$ cat src/rtl/tmp101_pkg.sv
// Shared types and constants for the TMP101 temperature reader.
package tmp101_pkg;

    localparam logic [7:0] TMP101_ADDR_READ = 8'b1001_0001;
    localparam int         TEMP_W           = 12;
    localparam int         LSB_SHIFT        = 4;

    typedef enum logic [2:0] {
        ST_IDLE,
        ST_START,
        ST_WAIT_MSB,
        ST_WAIT_LSB,
        ST_WAIT_DONE,
        ST_CONVERT,
        ST_ERR
    } state_t;

    // The TMP101 left-justifies its 12-bit result across the two bytes.
    function automatic logic [TEMP_W-1:0] assemble_temp(input logic [7:0] msb, input logic [7:0] lsb);
        return {msb, lsb[7:LSB_SHIFT]};
    endfunction

endpackage

$ cat src/rtl/tmp101_temperature_reader_if.sv
// Handshake between the temperature reader (master) and the I2C controller/data unit (slave).
interface tmp101_temperature_reader_if;

    logic       Go;
    logic       I2CBusy;
    logic       ByteReady;
    logic [7:0] ReceivedData;
    logic       AckError;

    modport master (
        output Go,
        input  I2CBusy,
        input  ByteReady,
        input  ReceivedData,
        input  AckError
    );

    modport slave (
        input  Go,
        output I2CBusy,
        output ByteReady,
        output ReceivedData,
        output AckError
    );

endinterface

$ cat src/rtl/tmp101_temperature_reader_sample_tick_gen.sv
// Free-running divider: one-cycle tick every DIVIDE cycles while enabled, held at zero otherwise.
module sample_tick_gen #(
    parameter int unsigned DIVIDE = 15000000
) (
    input  logic clk,
    input  logic rst_n,
    input  logic i_enable,
    output logic o_tick
);

    localparam int unsigned      CNT_W = (DIVIDE > 1) ? $clog2(DIVIDE) : 1;
    localparam logic [CNT_W-1:0] LAST  = CNT_W'(DIVIDE - 1);

    logic [CNT_W-1:0] r_count;
    logic             w_wrap;

    assign w_wrap = (r_count == LAST);
    assign o_tick = i_enable && w_wrap;

    always_ff @(posedge clk or negedge rst_n) begin
        if (!rst_n) begin
            r_count <= '0;
        end else if (!i_enable || w_wrap) begin
            r_count <= '0;
        end else begin
            r_count <= r_count + CNT_W'(1);
        end
    end

endmodule

$ cat src/rtl/tmp101_temperature_reader.sv
// Periodic TMP101 read sequencer: pulses Go, captures MSB/LSB, publishes a 12-bit temperature.
// Define TEMP_AVG_EN to output the running average of the last four samples instead of the raw one.
module tmp101_temperature_reader
    import tmp101_pkg::*;
#(
    parameter int unsigned ClockFrequency = 60000000,
    parameter int unsigned SampleRate     = 4,
    parameter int unsigned TimeoutCycles  = 200000
) (
    input  logic                          clock,
    input  logic                          Reset,
    input  logic                          Enable,
    tmp101_temperature_reader_if.master   bus,
    output logic [TEMP_W-1:0]             Temperature,
    output logic [7:0]                    TempInteger,
    output logic [3:0]                    TempFraction,
    output logic                          TempValid,
    output logic                          Error
);

    localparam int unsigned     TICK_DIV = ClockFrequency / SampleRate;
    localparam int unsigned     TO_W     = $clog2(TimeoutCycles + 1);
    localparam logic [TO_W-1:0] TO_LAST  = TO_W'(TimeoutCycles - 1);

    state_t            r_state;
    state_t            w_state_next;
    logic              w_tick;
    logic              w_timeout;
    logic [TO_W-1:0]   r_to_cnt;
    logic [7:0]        r_msb;
    logic [7:0]        r_lsb;
    logic              r_go;
    logic              r_valid;
    logic              r_error;
    logic [TEMP_W-1:0] r_temp;
    logic [TEMP_W-1:0] w_sample;
    logic [TEMP_W-1:0] w_result;

    sample_tick_gen #(
        .DIVIDE (TICK_DIV)
    ) u_tick (
        .clk      (clock),
        .rst_n    (Reset),
        .i_enable (Enable),
        .o_tick   (w_tick)
    );

    assign w_timeout = (r_to_cnt == TO_LAST);
    assign w_sample  = assemble_temp(r_msb, r_lsb);

    // NOTE: combinational blocks assign a default first so no path leaves a signal unassigned (no latch).
    always_comb begin
        w_state_next = r_state;
        case (r_state)
            ST_IDLE:      if (w_tick && !bus.I2CBusy) w_state_next = ST_START;
            ST_START:     w_state_next = ST_WAIT_MSB;
            ST_WAIT_MSB: begin
                if (bus.AckError)       w_state_next = ST_ERR;
                else if (bus.ByteReady) w_state_next = ST_WAIT_LSB;
                else if (w_timeout)     w_state_next = ST_ERR;
            end
            ST_WAIT_LSB: begin
                if (bus.AckError)       w_state_next = ST_ERR;
                else if (bus.ByteReady) w_state_next = ST_WAIT_DONE;
                else if (w_timeout)     w_state_next = ST_ERR;
            end
            ST_WAIT_DONE: begin
                if (bus.AckError)       w_state_next = ST_ERR;
                else if (!bus.I2CBusy)  w_state_next = ST_CONVERT;
                else if (w_timeout)     w_state_next = ST_ERR;
            end
            ST_CONVERT:   w_state_next = ST_IDLE;
            ST_ERR:       if (!bus.I2CBusy) w_state_next = ST_IDLE;
            default:      w_state_next = ST_IDLE;
        endcase
    end

`ifdef TEMP_AVG_EN
    logic [TEMP_W-1:0]        r_hist [4];
    logic                     r_hist_full;
    logic [TEMP_W-1:0]        w_hist_next [4];
    logic signed [TEMP_W+1:0] w_sum;
    logic signed [TEMP_W+1:0] w_avg;

    // The first sample after reset fills the whole history so the average starts at that sample.
    always_comb begin
        for (int i = 0; i < 4; i++) w_hist_next[i] = w_sample;
        if (r_hist_full) begin
            for (int i = 1; i < 4; i++) w_hist_next[i] = r_hist[i-1];
        end
        w_sum = '0;
        for (int i = 0; i < 4; i++) begin
            w_sum = w_sum + {{2{w_hist_next[i][TEMP_W-1]}}, w_hist_next[i]};
        end
        w_avg    = w_sum >>> 2;
        w_result = w_avg[TEMP_W-1:0];
    end

    // NOTE: the history is only four words, so it is reset with the rest of the state rather than left as RAM.
    always_ff @(posedge clock or negedge Reset) begin
        if (!Reset) begin
            r_hist_full <= 1'b0;
            for (int i = 0; i < 4; i++) r_hist[i] <= '0;
        end else if (r_state == ST_CONVERT) begin
            r_hist_full <= 1'b1;
            for (int i = 0; i < 4; i++) r_hist[i] <= w_hist_next[i];
        end
    end
`else
    assign w_result = w_sample;
`endif

    always_ff @(posedge clock or negedge Reset) begin
        if (!Reset) begin
            r_state  <= ST_IDLE;
            r_to_cnt <= '0;
            r_msb    <= '0;
            r_lsb    <= '0;
            r_go     <= 1'b0;
            r_valid  <= 1'b0;
            r_error  <= 1'b0;
            r_temp   <= '0;
        end else begin
            r_state <= w_state_next;
            r_go    <= (w_state_next == ST_START);
            r_valid <= (r_state == ST_CONVERT);

            // Restarts on every state change, so each WAIT_* state gets a full budget.
            if (w_state_next != r_state)  r_to_cnt <= '0;
            else if (!w_timeout)          r_to_cnt <= r_to_cnt + TO_W'(1);

            if (r_state == ST_WAIT_MSB && bus.ByteReady && !bus.AckError) r_msb <= bus.ReceivedData;
            if (r_state == ST_WAIT_LSB && bus.ByteReady && !bus.AckError) r_lsb <= bus.ReceivedData;

            if (r_state == ST_CONVERT) begin
                r_temp  <= w_result;
                r_error <= 1'b0;
            end else if (w_state_next == ST_ERR) begin
                r_error <= 1'b1;
            end
        end
    end

    assign bus.Go       = r_go;
    assign TempValid    = r_valid;
    assign Error        = r_error;
    assign Temperature  = r_temp;
    assign TempInteger  = r_temp[TEMP_W-1:LSB_SHIFT];
    assign TempFraction = r_temp[LSB_SHIFT-1:0];

endmodule

$ cat src/flat_wrapper.sv
// flat-port wrapper written by rule: the top's interface ports become plain ports
module tmp101_temperature_reader_flat import tmp101_pkg::*;
#(
    parameter int unsigned ClockFrequency = 60000000,
    parameter int unsigned SampleRate     = 4,
    parameter int unsigned TimeoutCycles  = 200000
)
  (clock, Reset, Enable, Temperature, TempInteger, TempFraction, TempValid, Error, bus_Go, bus_I2CBusy, bus_ByteReady, bus_ReceivedData, bus_AckError);
  tmp101_temperature_reader_if bus_i ();
  input  logic clock;
  input  logic Reset;
  input  logic Enable;
  output logic [TEMP_W-1:0] Temperature;
  output logic [7:0] TempInteger;
  output logic [3:0] TempFraction;
  output logic TempValid;
  output logic Error;
  output wire logic [$bits(bus_i.Go)-1:0] bus_Go;
  input wire logic [$bits(bus_i.I2CBusy)-1:0] bus_I2CBusy;
  input wire logic [$bits(bus_i.ByteReady)-1:0] bus_ByteReady;
  input wire logic [$bits(bus_i.ReceivedData)-1:0] bus_ReceivedData;
  input wire logic [$bits(bus_i.AckError)-1:0] bus_AckError;
  assign bus_Go = bus_i.Go;
  assign bus_i.I2CBusy = bus_I2CBusy;
  assign bus_i.ByteReady = bus_ByteReady;
  assign bus_i.ReceivedData = bus_ReceivedData;
  assign bus_i.AckError = bus_AckError;
  tmp101_temperature_reader #(.ClockFrequency(ClockFrequency), .SampleRate(SampleRate), .TimeoutCycles(TimeoutCycles)) u_core (.clock(clock), .Reset(Reset), .Enable(Enable), .bus(bus_i), .Temperature(Temperature), .TempInteger(TempInteger), .TempFraction(TempFraction), .TempValid(TempValid), .Error(Error));
endmodule
$ cat config.mk
export PLATFORM = sky130hd
export DESIGN_NAME = tmp101_temperature_reader_flat
export DESIGN_NICKNAME = d
export VERILOG_FILES = /design/src/rtl/tmp101_pkg.sv /design/src/rtl/tmp101_temperature_reader_if.sv /design/src/rtl/tmp101_temperature_reader_sample_tick_gen.sv /design/src/rtl/tmp101_temperature_reader.sv /design/src/flat_wrapper.sv
export SDC_FILE = /design/constraint.sdc
export NUM_CORES = 1
export LEC_CHECK = 0
export CAP_MARGIN = 40
export CORE_ASPECT_RATIO = 1.5
export CORE_MARGIN = 2
export CORE_UTILIZATION = 35
export CTS_BUF_LIST = sky130_fd_sc_hd__clkbuf_8
export CTS_CLUSTER_SIZE = 14
export DETAILED_ROUTE_END_ITERATION = 6
export GPL_ROUTABILITY_DRIVEN = 0
export SYNTH_ARGS = -nofsm -noshare
export SYNTH_HDL_FRONTEND = slang
export SYNTH_HIERARCHICAL = 1
export SYNTH_SLANG_ARGS = --single-unit
$ cat constraint.sdc
create_clock -name clock -period 3.5 [get_ports clock]
set_input_delay 1.05 -clock clock [delete_from_list [all_inputs] [get_ports clock]]
set_output_delay 1.05 -clock clock [all_outputs]
set_load 0.02 [all_outputs]
==> run_results.csv, run 1 <==
group,metric,value,unit
sta,slew_viol_final,0,
sta,setup_viol_count_final,0,
floorplanning,start_util,36.0,%
routing,drc,0,
synth,synthTopCellsByArea,"dfrtp_1 (49%), mux2_2 (7.7%), nor2_1 (3.8%), xnor2_1 (3.6%), buf_4 (2.7%)",
global_routing,overflow,0,
clock_network,cts_buffer_depth,2,
clock_network,cts_resized,0,
setup_path,crit_type,"register to register",
setup_path,crit_path_end_kind,"register",
worst_hold_path,min-delay-path-class,"register to register",
setup_path,r2r_slack,460,ps
floorplanning,coreArea,10200,µm²
floorplanning,ios,41,
pwr,p_leak,1.70,nW
setup_path,crit_required,3730,ps
worst_hold_path,holdPathEnd,"u_core/u_tick/r_count[0]",
clock_network,htree_num_levels,3,
floorplanning,fp.dieArea,11300,µm²
routing,num_vias,2684,
sta,finalClockSkew,9.33,ps
global_routing,grt_pass1_wl,12.8,mm
pwr,power_density,631,nW/µm²
floorplanning,die_h,129,µm
setup_path,crit_arrival,3270,ps
synth,synth-edff-count,0,
routing,routed_wl,7.54,mm
job,cap_violations,0,
floorplanning,die_w,87.6,µm
setup_path,slowest_stage,"or4_1",
clock_network,cts.sinks,72,
sta,setup_tns,0,ps
routing,ant_nets,0,
worst_hold_path,min_path_cells,1,
setup_path,r2r-end,"u_core/r_to_cnt[2]",
final_layout,final_nets,395,
sta,layout_worst_path_cycle_share,86.9,%
status,outcome,"completed",
sta,worst_pin_slew,631,ps
sta,fin_crit,3040,ps
final_layout,drive_above_1_share,16.7,%
global_routing,grt_max_degree,30,
clock_network,clk-insertion-delay-late,360,ps
synth,yosys.area_share.simple,21.1,%
synth,ys_types,52,
synth,syn_nets,365,
setup_path,cp.buffers_inverters,0,
setup_path,r2r-start,"u_core/u_tick/r_count[12]",
synth,synth_mux_area_share,7.95,%
global_routing,antenna_found_initial,0,
synth,synth_top_family_by_area,"simple AND/OR/NAND/NOR gates",
synth,synthDominantCellAreaShare,49.1,%
routing,drtPass1Iterations,4,
setup_path,cpPeakStageDelay,530,ps
clock_network,post-cts-setup-buffers,0,
synth,synth.largest_area_cell,"dfrtp_1",
routing,viasPerCell,5.11,
routing,drt_iter0_markers,87,
sta,timing_hold_violations_final,0,
synth,synthArstFlopShare,100,%
global_routing,first_global_vias,2769,
sta,rsz0062_at_grt,"false",
global_routing,track_usage,14.5,%
final_layout,fillers,981,
sta,max_freq,329,MHz
final_layout,final_util,41.9,%
pwr,ir_drop,0.510,mV
synth,yosys-top-cells-count,"dfrtp_1 (72), nor2_1 (37), mux2_2 (25), nand2_1 (23), xnor2_1 (15)",
clock_network,cts_tree,"done",
synth,avgSynthCellArea,10.5,µm²
synth,yosysMostFrequentCell,"dfrtp_1",
synth,synthAdderAreaFrac,0.683,%
placement,hpwlAfterDp,5.35,mm
setup_path,path_cells,"or4_1, or4_4, nor4_1, nand2b_1, a211oi_1, o21bai_1, a21o_2, nor3_1",
synth,ys_seq_area_share,49.1,%
final_layout,insertedDiodeCount,0,
worst_hold_path,min-delay-start,"u_core/u_tick/r_count[0]",
final_layout,area_growth,16.4,%
synth,synthesis.area,3670,µm²
setup_path,cp_max_fo,17,
clock_network,cts_made_buffers,9,
clock_network,cts_root_buf,"clkbuf_8",
synth,yosys_warnings,6,
synth,syn_inst,349,
synth,synthFlopType,"dfrtp_1",
routing,avgRoutedWirePerCell,14.4,µm
clock_network,cts_hold_buf,0,
synth,synth-seq-cells,72,
setup_path,crit_family,"simple AND/OR/NAND/NOR gates",
placement,port_buffers,40,
clock_network,path_clk_slew,80,ps
synth,synth_xor_area_share,5.73,%
setup_path,critPathLaunchType,"register",
synth,synth_compound_area_share,8.77,%
setup_path,rr_worst_depth,8,
sta,slew_headroom,57.8,%
floorplanning,rows,45,
[sequential cells by signal (all words and copies together), names as in the netlist]
name,cells
u_core/r_to_cnt,18
u_core/r_lsb,4
u_core/u_tick/r_count,24
u_core/TempValid,1
u_core/Error,1
u_core/r_msb,8
u_core/bus.Go,1
u_core/r_state,3
u_core/Temperature,12
[placed cells by master, fill, tap and decap left out, types with 3 or more instances in the layout]
cell type        count
dfrtp_1             72
clkdlybuf4s50_1     39
nor2_1              37
mux2_2              25
nand2_1             23
xnor2_1             15
a21oi_1             14
o21ai_0             13
nand3_1             11
nor3_1              11
clkbuf_8             9
inv_1                9
or3_1                9
xor2_1               9
nand4_1              8
or4_1                6
buf_4                5
nand2b_1             4
a211oi_1             4
nor4_1               4
o31ai_1              4
and3_1               4
and2b_2              3
or4_4                3
and4_1               3
[where the power goes]
group | internal, mW | switching (mW) | total, mW
registers | 0.996 | 0.143 | 1.14
clock network | 0.335 | 0.332 | 0.667
logic | 0.442 | 0.443 | 0.885
total | 1.77 | 0.918 | 2.69
[final cells by class]
class | instances | area (µm²) | share of cell area, %
Sequential cell | 72 | 1800 | 42.2
Clock buffer | 9 | 124 | 2.90
Timing Repair Buffer | 45 | 433 | 10.1
Tap cell | 141 | 176 | 4.13
Multi-Input combinational cell | 242 | 1620 | 38.0
Inverter | 9 | 33.8 | 0.792
Clock inverter | 7 | 77.6 | 1.82
[worst max-delay path by stage]
| stage | start | end | slack, ps | cells past startpoint |
|---|---|---|---|---|
| after global routing | u_core/u_tick/r_count[0] | u_core/r_to_cnt[14] | 230 | 9 |
| after detailed placement | Enable | u_core/r_to_cnt[2] | 240 | 8 |
| after CTS | u_core/u_tick/r_count[12] | u_core/r_to_cnt[2] | 500 | 8 |
| after floorplan | u_core/u_tick/r_count[12] | u_core/r_to_cnt[7] | 890 | 10 |
| final | u_core/u_tick/r_count[12] | u_core/r_to_cnt[2] | 460 | 8 |
| after global placement | Enable | u_core/r_to_cnt[2] | 320 | 8 |
[metal layers]
| layer | GRT usage, % | routed length, µm | vias to the layer above |
|---|---|---|---|
| met4 | 9.59 | 229 | 0 |
| met1 | 16.7 | 3150 | 1332 |
| met3 | 2.68 | 195 | 18 |
| li1 | - | - | 1292 |
| met5 | 0 | 0 | - |
| met2 | 24.2 | 3960 | 42 |
[logic make-up (layout without fill, tap and decap cells)]
| group | Yosys count | after routing |
|---|---|---|
| fa+ha+maj | 2 | 2 |
| xor+xnor | 24 | 24 |
| flops | 72 | 72 |
| simple gates | 141 | 141 |
| compound gates | 49 | 49 |
| mux | 26 | 26 |
| buf+inv | 35 | 70 |
[through the flow]
stage,hold WS (ps),power [mW],worst slack [ps],cells,area (µm²)
floorplan,436,1.81,887,349,3670
global placement,477,2.03,322,509,4070
finish,490,2.69,460,525,4270
CTS,499,2.73,503,525,4270
detailed placement,484,2.05,242,509,4070
global route,527,2.86,227,525,4270
Note: power is estimated with default switching activity, not from simulation.
==> inputs of run 2 (changes only) <==
==> constraint.sdc (replaced) <==
create_clock -name clock -period 3.2 [get_ports clock]
set_input_delay 0.96 -clock clock [delete_from_list [all_inputs] [get_ports clock]]
set_output_delay 0.96 -clock clock [all_outputs]
set_load 0.02 [all_outputs]
==> run_results.csv, run 2 (same netlist as run 1, synthesis figures left out) <==
group,metric,value,unit
status,outcome,"completed",
floorplanning,coreArea,10200,µm²
setup_path,r2r-end,"u_core/r_to_cnt[2]",
setup_path,crit_required,3430,ps
pwr,ir_drop,0.383,mV
clock_network,htree_num_levels,3,
worst_hold_path,holdPathEnd,"u_core/u_tick/r_count[0]",
global_routing,overflow,0,
final_layout,final_cells,526,
sta,setup_viol_count_final,0,
floorplanning,fp.dieArea,11300,µm²
pwr,power_density,684,nW/µm²
floorplanning,die_h,129,µm
placement,hpwlAfterDp,5.37,mm
sta,finalClockSkew,11.1,ps
routing,drt_iter0_markers,103,
final_layout,drive_above_1_share,16.9,%
final_layout,final_common_cell,"dfrtp_1",
worst_hold_path,min_path_cells,1,
final_layout,area_growth,16.5,%
setup_path,crit_arrival,3150,ps
clock_network,clk-insertion-delay-late,360,ps
setup_path,crit_type,"register to register",
setup_path,crit_start,"u_core/u_tick/r_count[10]",
job,cap_violations,0,
final_layout,final_nets,396,
sta,max_freq,342,MHz
worst_hold_path,min-delay-path-class,"register to register",
global_routing,first_global_vias,2767,
placement,dpl.cell_count,510,
clock_network,path_clk_slew,90,ps
clock_network,cts_made_buffers,9,
sta,layout_worst_path_cycle_share,91.3,%
final_layout,largest_reg_flops,24,
floorplanning,ios,41,
global_routing,grt_pass1_wl,13.0,mm
routing,drtPass1Iterations,4,
clock_network,cts_tree,"done",
setup_path,r2r_slack,280,ps
placement,port_buffers,40,
routing,avgRoutedWirePerCell,14.8,µm
final_layout,insertedDiodeCount,0,
floorplanning,rows,45,
global_routing,grt_max_degree,73,
final_layout,layout_common_cells,"dfrtp_1 (72), clkdlybuf4s50_1 (39), nor2_1 (37)",
global_routing,track_usage,14.8,%
sta,timing_hold_violations_final,0,
placement,dp_slack,154,ps
clock_network,cts_root_buf,"clkbuf_8",
global_routing,antenna_found_initial,0,
routing,drc,0,
floorplanning,start_util,36.0,%
final_layout,final_util,41.9,%
routing,routed_wl,7.80,mm
setup_path,crit_path_end_kind,"register",
sta,rsz0062_at_grt,"false",
clock_network,cts_resized,0,
worst_hold_path,min-delay-start,"u_core/u_tick/r_count[0]",
clock_network,cts_buffer_depth,2,
final_layout,multiInputGateArea,1620,µm²
setup_path,critPathLaunchType,"register",
final_layout,regArea,1800,µm²
routing,ant_nets,0,
routing,num_vias,2699,
clock_network,cts_hold_buf,0,
sta,worst_pin_slew,621,ps
final_layout,top_register,"u_core/u_tick/r_count",
floorplanning,die_w,87.6,µm
clock_network,post-cts-setup-buffers,0,
sta,slew_viol_final,0,
pwr,p_leak,1.70,nW
routing,viasPerCell,5.13,
sta,setup_slack,279,ps
sta,slew_headroom,58.5,%
sta,setup_tns,0,ps
final_layout,fillers,1007,
setup_path,cp_max_fo,17,
setup_path,r2r-start,"u_core/u_tick/r_count[10]",
sta,fin_crit,2920,ps
clock_network,cts.sinks,72,
setup_path,rr_worst_depth,8,
run 2: where the power goes:
part	internal (mW)	switching [mW]	leakage, nW
sequential	1.09	0.158	0.958
combinational	0.492	0.495	0.648
clock	0.296	0.392	0.0923
total	1.88	1.05	1.70
run 2: area by class of cell:
| type | count | share of cell area, % |
|---|---|---|
| sequential | 72 | 42.2 |
| clock inverter | 7 | 1.46 |
| timing repair buffer | 46 | 10.6 |
| inverter | 9 | 0.791 |
| multi-input combinational | 242 | 37.9 |
| tap | 141 | 4.13 |
| clock buffer | 9 | 2.90 |
run 2: stage by stage:
stage | cell area [µm²] | hold WS (ps) | power [mW]
after global placement | 4090 | 461 | 2.24
after detailed placement | 4090 | 480 | 2.26
final | 4270 | 491 | 2.92
after CTS | 4270 | 491 | 2.96
after floorplan | 3670 | 436 | 1.98
after global routing | 4270 | 530 | 3.09
run 2: metal layers:
metal,GRT usage (%),share of wire (%),routed length [µm]
met1,17.2,41,3180
met4,8.14,2.5,193
met3,2.87,2.4,185
met5,0,0,0
met2,25.3,54,4250
run 2: worst max-delay path, stage by stage (launching register included):
cell      delay (ps)
dfrtp_1          430
or4_1            500
or4_4            450
nor4_1           360
nand2b_1         120
a211oi_1         300
o21bai_1         170
a21o_2           330
nor3_1           120
run 2: how the worst max path moves through the flow:
stage                          endpoint  cells past startpoint
floorplan            u_core/r_to_cnt[7]                     10
global placement     u_core/r_to_cnt[2]                      8
detailed placement  u_core/r_to_cnt[11]                      8
CTS                  u_core/r_to_cnt[2]                      8
global route         u_core/r_to_cnt[2]                      9
finish               u_core/r_to_cnt[2]                      8
==> inputs of run 3 (changes only) <==
--- a/config.mk
+++ b/config.mk
@@ -8,11 +8,12 @@
 export CAP_MARGIN = 40
 export CORE_ASPECT_RATIO = 1.5
 export CORE_MARGIN = 2
-export CORE_UTILIZATION = 35
+export CORE_UTILIZATION = 58
 export CTS_BUF_LIST = sky130_fd_sc_hd__clkbuf_8
 export CTS_CLUSTER_SIZE = 14
 export DETAILED_ROUTE_END_ITERATION = 6
 export GPL_ROUTABILITY_DRIVEN = 0
+export PLACE_DENSITY = 0.82
 export SYNTH_ARGS = -nofsm -noshare
 export SYNTH_HDL_FRONTEND = slang
 export SYNTH_HIERARCHICAL = 1
==> run_results.csv, run 3 (same netlist as run 1, synthesis figures left out) <==
group,metric,value,unit
final_layout,final_util,68.9,%
setup_path,critPathLaunchType,"register",
job,cap_violations,0,
sta,setup_tns,0,ps
floorplanning,die_w,68.9,µm
placement,dpl.cell_count,442,
setup_path,slowest_stage,"or4_1",
setup_path,r2r_slack,360,ps
clock_network,cts_buffer_depth,2,
pwr,pwr-share-clk,28.0,%
worst_hold_path,min-delay-path-class,"register to register",
floorplanning,fp.dieArea,6990,µm²
pwr,seq_power_share,40.3,%
routing,drc,0,
routing,avgRoutedWirePerCell,16.1,µm
routing,ant_nets,0,
setup_path,crit_required,3420,ps
setup_path,crit_type,"register to register",
setup_path,path_cells,"or4_1, or4_4, nor4_1, nand2b_1, a211oi_1, o21bai_1, a21o_2, nor3_1",
pwr,intPower,2.10,mW
final_layout,top_register,"u_core/u_tick/r_count",
clock_network,cts_hold_buf,0,
final_layout,drive_above_1_share,16.4,%
sta,slew_headroom,57.0,%
pwr,p_comb_share,31.7,%
clock_network,clk-insertion-delay-late,350,ps
pwr,p_sw,994,µW
sta,finalClockSkew,9.03,ps
final_layout,final_nets,395,
floorplanning,die_h,101,µm
floorplanning,coreArea,6130,µm²
pwr,p_leak,1.72,nW
setup_path,crit_path_end_kind,"register",
setup_path,cpPeakStageDelay,540,ps
final_layout,area_growth,15.3,%
clock_network,cts_made_buffers,9,
setup_path,crit_family,"simple AND/OR/NAND/NOR gates",
routing,drtPass1Iterations,4,
global_routing,grt_max_degree,30,
global_routing,first_global_vias,2723,
setup_path,crit_arrival,3060,ps
setup_path,rr_worst_depth,8,
global_routing,grt_pass1_wl,11.9,mm
clock_network,cts.sinks,72,
floorplanning,start_util,59.8,%
clock_network,htree_num_levels,3,
global_routing,antenna_found_initial,0,
pwr,p_sw_share,32.1,%
sta,rsz0062_at_grt,"false",
sta,layout_worst_path_cycle_share,88.8,%
placement,hpwlAfterDp,5.17,mm
sta,holdWs,487,ps
final_layout,layout_common_cells,"dfrtp_1 (72), clkdlybuf4s50_1 (39), nor2_1 (37)",
floorplanning,rows,35,
routing,viasPerCell,5.95,
routing,num_vias,2724,
pwr,ir_drop,0.702,mV
routing,drt_iter0_markers,138,
final_layout,largest_reg_flops,24,
global_routing,overflow,0,
sta,timing_hold_violations_final,0,
global_routing,track_usage,22.7,%
routing,routed_wl,7.36,mm
sta,worst_pin_slew,644,ps
sta,fin_crit,2840,ps
clock_network,post-cts-setup-buffers,0,
clock_network,cts_root_buf,"clkbuf_8",
sta,slew_viol_final,0,
clock_network,cts_tree,"done",
setup_path,cp_max_fo,17,
final_layout,insertedDiodeCount,0,
clock_network,path_clk_slew,70,ps
status,outcome,"completed",
pwr,power_density,732,nW/µm²
final_layout,final_common_cell,"dfrtp_1",
clock_network,cts_resized,0,
floorplanning,ios,41,
setup_path,cp.depth,8,
sta,max_freq,352,MHz
setup_path,cp.buffers_inverters,0,
sta,setup_viol_count_final,0,
placement,port_buffers,40,
final_layout,final_cells,458,
worst_hold_path,min_path_cells,1,
-- run 3: worst paths after layout --
| check | endpoint | startpoint |
|---|---|---|
| setup / recovery | u_core/r_to_cnt[2] | u_core/u_tick/r_count[12] |
| hold / removal | u_core/u_tick/r_count[0] | u_core/u_tick/r_count[0] |
| setup reg to reg | u_core/r_to_cnt[2] | u_core/u_tick/r_count[12] |
| hold reg to reg | u_core/u_tick/r_count[0] | u_core/u_tick/r_count[0] |
| max in group asynchronous | u_core/Temperature[1] | Reset |
| min in group asynchronous | u_core/u_tick/r_count[18] | Reset |
-- run 3: metal layers --
metal | vias up | track usage [%] | share of wire [%]
met5 | - | 0 | 0
met4 | 0 | 12.1 | 3.4
met3 | 22 | 3.44 | 3.2
met2 | 68 | 39.8 | 53
met1 | 1348 | 25.9 | 40
li1 | 1286 | - | -
-- run 3: power groups by stage --
stage                     Clock (mW)  Combinational, mW  Sequential [mW]
after floorplan                    0              0.686             1.29
after CTS                      0.880              0.987             1.25
after global routing           0.915               1.05             1.28
final                          0.867              0.982             1.25
after global placement             0              0.964             1.25
after detailed placement           0              0.981             1.26
-- run 3: cell type report --
type | count | area [µm²]
repair buffers | 45 | 433
clock buffers | 9 | 124
multi-input cells | 242 | 1620
fillers | 471 | 1910
clock inverters | 7 | 120
well taps | 74 | 92.6
flip-flops and latches | 72 | 1800
inverters | 9 | 33.8
-- run 3: stage by stage --
stage               worst slack (ps)  total power [mW]  instance area (µm²)
global route                     154              3.24                 4230
detailed placement               165              2.25                 3980
CTS                              329              3.11                 4230
floorplan                        587              1.98                 3670
finish                           359              3.09                 4230
global placement                 252              2.22                 3980
